<file path="src/rtl/s_apb_regfile.sv">
// APB slave register file with programmable wait states.
// Byte-strobed writes, address range checking and a write-commit pulse.
`ifndef APB_AW
`define APB_AW 32
`endif
`ifndef APB_DW
`define APB_DW 32
`endif
`ifndef APB_STRBW
`define APB_STRBW 4
`endif

module s_apb_regfile #(
    parameter int unsigned NUM_REGS    = 8,
    parameter int unsigned WAIT_CYCLES = 1,
    parameter logic [31:0] RESET_VAL   = 32'h0
) (
    input  logic                           s_apb_pclk_i,
    input  logic                           s_apb_presetn_i,
    input  logic [`APB_AW-1:0]             s_apb_paddr_i,
    input  logic                           s_apb_psel_i,
    input  logic                           s_apb_penable_i,
    input  logic                           s_apb_pwrite_i,
    input  logic [`APB_DW-1:0]             s_apb_pwdata_i,
    input  logic [`APB_STRBW-1:0]          s_apb_pstrb_i,
    output logic                           s_apb_pready_o,
    output logic [`APB_DW-1:0]             s_apb_prdata_o,
    output logic                           s_apb_pslverr_o,
    output logic [NUM_REGS*`APB_DW-1:0]    regs_o,
    output logic                           wr_pulse_o,
    output logic [$clog2(NUM_REGS)-1:0]    wr_idx_o
);

    localparam int unsigned IW = $clog2(NUM_REGS);
    localparam logic [3:0] WAIT_LD = 4'(WAIT_CYCLES);

    typedef enum logic {
        IDLE,
        ACCESS
    } state_t;

    state_t              state_q;
    logic [3:0]          cnt_q;
    logic [`APB_AW-1:0]  addr_q;
    logic                write_q;
    logic [`APB_DW-1:0]  regs_q [NUM_REGS];
    logic                wr_pulse_q;
    logic [IW-1:0]       wr_idx_q;

    logic [IW-1:0]       idx;
    logic                addr_ok;
    logic                pready;
    logic                wr_en;
    logic [`APB_DW-1:0]  wr_data_d;

    // Word aligned and no bits set above the register window.
    assign idx     = addr_q[2 +: IW];
    assign addr_ok = (addr_q[1:0] == 2'b00) &&
                     (addr_q[`APB_AW-1:IW+2] == '0);

    assign pready = (state_q == ACCESS) && (cnt_q == 4'd0) &&
                    s_apb_psel_i && s_apb_penable_i;
    assign wr_en  = pready && write_q && addr_ok;

    always_comb begin
        wr_data_d = regs_q[idx];
        for (int i = 0; i < `APB_STRBW; i++) begin
            if (s_apb_pstrb_i[i]) begin
                wr_data_d[8*i +: 8] = s_apb_pwdata_i[8*i +: 8];
            end
        end
    end

    always_ff @(posedge s_apb_pclk_i or negedge s_apb_presetn_i) begin
        if (!s_apb_presetn_i) begin
            state_q    <= IDLE;
            cnt_q      <= 4'd0;
            addr_q     <= '0;
            write_q    <= 1'b0;
            wr_pulse_q <= 1'b0;
            wr_idx_q   <= '0;
        end else begin
            wr_pulse_q <= 1'b0;
            unique case (state_q)
                IDLE: begin
                    if (s_apb_psel_i && !s_apb_penable_i) begin
                        state_q <= ACCESS;
                        addr_q  <= s_apb_paddr_i;
                        write_q <= s_apb_pwrite_i;
                        cnt_q   <= WAIT_LD;
                    end
                end
                ACCESS: begin
                    if (!s_apb_psel_i || pready) begin
                        state_q <= IDLE;
                    end else if (cnt_q != 4'd0) begin
                        cnt_q <= cnt_q - 4'd1;
                    end
                    if (wr_en) begin
                        wr_pulse_q <= 1'b1;
                        wr_idx_q   <= idx;
                    end
                end
                default: state_q <= IDLE;
            endcase
        end
    end

    always_ff @(posedge s_apb_pclk_i or negedge s_apb_presetn_i) begin
        if (!s_apb_presetn_i) begin
            for (int k = 0; k < NUM_REGS; k++) begin
                regs_q[k] <= RESET_VAL;
            end
        end else if (wr_en) begin
            regs_q[idx] <= wr_data_d;
        end
    end

    always_comb begin
        for (int k = 0; k < NUM_REGS; k++) begin
            regs_o[32*k +: 32] = regs_q[k];
        end
    end

    assign s_apb_pready_o  = pready;
    assign s_apb_pslverr_o = pready && !addr_ok;
    assign s_apb_prdata_o  = (pready && !write_q && addr_ok) ?
                             regs_q[idx] : '0;
    assign wr_pulse_o      = wr_pulse_q;
    assign wr_idx_o        = wr_idx_q;

endmodule

</file>
<file path="config.mk">
export PLATFORM = sky130hd
export DESIGN_NAME = s_apb_regfile
export DESIGN_NICKNAME = d
export VERILOG_FILES = /design/src/rtl/s_apb_regfile.sv
export SDC_FILE = /design/constraint.sdc
export NUM_CORES = 1
export LEC_CHECK = 0
export ABC_AREA = 1
export BUFFER_PORTS_ARGS = -buffer_cell sky130_fd_sc_hd__buf_2
export CORE_MARGIN = 4
export CORE_UTILIZATION = 30
export CTS_BUF_LIST = sky130_fd_sc_hd__clkbuf_4
export DETAILED_ROUTE_END_ITERATION = 16
export GPL_ROUTABILITY_DRIVEN = 1
export PLACE_DENSITY = 0.61
export REMOVE_ABC_BUFFERS = 1
export SLEW_MARGIN = 20
export SYNTH_ARGS = -nofsm -noshare
export SYNTH_HDL_FRONTEND = slang
export SYNTH_SLANG_ARGS = --single-unit
</file>
<file path="constraint.sdc">
create_clock -name s_apb_pclk_i -period 2.47 [get_ports s_apb_pclk_i]
set_clock_uncertainty 0.2 [all_clocks]
set_input_delay 0.1235 -clock s_apb_pclk_i [delete_from_list [all_inputs] [get_ports s_apb_pclk_i]]
set_output_delay 0.1235 -clock s_apb_pclk_i [all_outputs]
set_load 0.05 [all_outputs]
</file>
==> results.json <==
{
  "dieArea_um2": 53100,
  "instances_no_fill": 3545,
  "required_ns": 2.15,
  "finalPower_mw": 12.8,
  "seq_area_frac_synth_pct": 50.3,
  "ys_top_cells_by_count": "nand2_1 (1610), dfrtp_1 (298), clkbuf_1 (61)",
  "violations": "setup timing",
  "p_leak_nw": 13.1,
  "drt_iter0_drc": 1609,
  "syn_avg_cell_area_um2": 6.78,
  "die_w_um": 230,
  "clock-sinks": 298,
  "io_buffers": 366,
  "top_usage_layer": "met2",
  "use_met2_pct": 41.7,
  "ys_ff_latch": 298,
  "antenna_left": 0,
  "insertion_delay_ns": 0.84,
  "synthArstFlopShare_pct": 100,
  "max-clock-path-buffers": 3,
  "setup_viol": 286,
  "via_per_inst": 4.94,
  "use_met1_pct": 31.5,
  "numCtsBuffers": 85,
  "gp_congestion": 0.870,
  "grt_pass1_vias": 16800,
  "synth_largest_area_cell": "dfrtp_1",
  "tns_ns": -49.05,
  "vias": 17500,
  "start_util_pct": 30.3,
  "ys_dominant_reg_cell": "dfrtp_1",
  "grt_pass1_wl_um": 103000,
  "final_net_count": 2886,
  "cts-root-buf": "clkbuf_4",
  "first_pass_iters": 5,
  "p_switching_mw": 4.13,
  "combinationalPowerShare_pct": 21.5,
  "num_io_pins": 367,
  "hpwlAfterDp_um": 42300,
  "post_drt_wl_per_cell_um": 21.2,
  "use_met3_pct": 7.16,
  "groute.usage.overall_pct": 25.3,
  "worstSetupPathType": "reg -> out",
  "finalMaxSlewViolations": 0,
  "worstPathArrival_ns": 2.59,
  "fin_crit_ns": 2.92,
  "grt_antenna_before_repair": 3,
  "post-route-util_pct": 45.7,
  "areaGrowthSynthToFinish_pct": 50.7,
  "cp_max_fo": 6,
  "endpoint_kind": "output port",
  "core_um2": 49000,
  "die_h_um": 230,
  "outcome": "finished with violations",
  "fp-row-count": 81,
  "grt_max_degree": 59,
  "hold_ws_ns": 0.163,
  "post-place-ws_ns": 0.149,
  "place_area_um2": 17900,
  "drc": 0,
  "dp.cells": 3171,
  "synth_edf_count": 0,
  "yosys.area.top_type_share_pct": 50.3,
  "gr-total-overflow": 0,
  "synth.most_common_cell": "nand2_1",
  "htreeDepth": 3,
  "synthCells": 2189,
  "power.density_nw_per_um2": 573,
  "p_int_mw": 8.67,
  "wl_um": 75300,
  "final_area_um2": 22400,
  "clk_pin_slew_ns": 0.08,
  "switching_share_pct": 32.3,
  "drive_gt1_share_pct": 25.9,
  "fin_ws_ns": -0.448,
  "syn_area_um2": 14800,
  "fmax_mhz": 343,
  "yosysWarningCount": 0,
  "irDropWorstVdd_v": 0.000306,
  "maxCapViolCount": 0,
  "fin_crit_sh_pct": 118,
  "finalHoldViolations": 0,
  "relSlewSlack_pct": 52.5,
  "p_clk_share_pct": 38.0,
  "power.sequential.fraction_pct": 40.5,
  "critPathLaunchType": "register",
  "hold_path_class": "in -> reg",
  "worstMarginPinSlew_ns": 0.712,
  "synth_cell_type_count": 25,
  "synthTopCellsByArea": "dfrtp_1 (50%), nand2_1 (41%), clkbuf_1 (1.5%)",
  "cts_tree": "built",
  "grt_setup_unrepaired": "true"
}
state kept, by name, indices dropped and copies added (netlist names):
| register | cells |
|---|---|
| addr_q | 32 |
| cnt_q | 4 |
| regs_o | 256 |
| state_q | 1 |
| wr_idx_o | 3 |
| wr_pulse_o | 1 |
| write_q | 1 |
final cells by class:
type	count	area, um2
Clock buffer	129	968
Tap cell	664	831
Timing Repair Buffer	651	5710
Sequential cell	298	7470
Antenna cell	2	5.00
Inverter	39	160
Fill cell	4808	26600
Clock inverter	25	154
Multi-Input combinational cell	1737	7070
critical path, stage by stage, from the launching register on:
cell and delay, ns:
dfrtp_4 0.54, clkinv_8 0.10, buf_12 0.16, buf_12 0.13, buf_16 0.12, nand2_2 0.05, nand2_2 0.05, nand2_1 0.05
nand2_1 0.12, nand2_2 0.08, a21oi_2 0.16, buf_6 0.17
path summary, 6_finish.rpt:
path / slack [ns] / endpoint / cells after the start / startpoint
worst max-delay path: -0.45 / s_apb_prdata_o[11] / 11 / addr_q[2]
worst min-delay path: 0.16 / regs_o[169] / 6 / s_apb_pwdata_i[9]
worst max register to register: -0.33 / regs_o[139] / 20 / addr_q[2]
worst min register to register: 0.28 / addr_q[18] / 2 / addr_q[18]
max in group asynchronous: 1.23 / regs_o[33] / 5 / s_apb_presetn_i
min in group asynchronous: 0.30 / regs_o[125] / 4 / s_apb_presetn_i
metal layers:
| metal | vias to the layer above | routed length (um) |
|---|---|---|
| li1 | 7910 | - |
| met1 | 8333 | 29700 |
| met2 | 1079 | 35200 |
| met3 | 183 | 8030 |
| met4 | 2 | 2420 |
| met5 | - | 7 |
what timing repair did:
action,CTS,global route
pin swaps,20,22
hold buffers,148,0
setup buffers,24,20
gates cloned,6,22
resized for setup,142,71
endpoints found under the setup margin,34,292
endpoints found under the hold margin,596,0
cells by family after synthesis:
logic type      synth area share [%]
compound gates                  1.95
xor+xnor                      0.0590
fa+ha+maj                     0.0843
buf+inv                         4.55
flops                           50.3
simple gates                    43.1
power by group through the flow:
stage / clock, mW / combinational (mW) / sequential (mW)
finish: 4.87 / 2.75 / 5.18
CTS: 4.97 / 2.51 / 5.16
detailed placement: 0 / 1.83 / 5.25
floorplan: 0 / 0.630 / 5.38
global placement: 0 / 1.81 / 5.24
global route: 5.27 / 2.87 / 5.19
layout by cell type (no fill, tap or decap), drive strengths merged, types with 4 or more instances in the layout:
cell type,netlist,routed
nand2,1610,1610
buf,54,483
dfrtp,298,298
clkbuf,61,148
dlygate4sd3,0,147
inv,38,38
nor2,38,38
a21oi,33,33
clkinv,1,24
o21ai,22,22
nand3,20,20
nor3,5,5
nand4,4,4
Note: power is estimated with default switching activity, not from simulation.
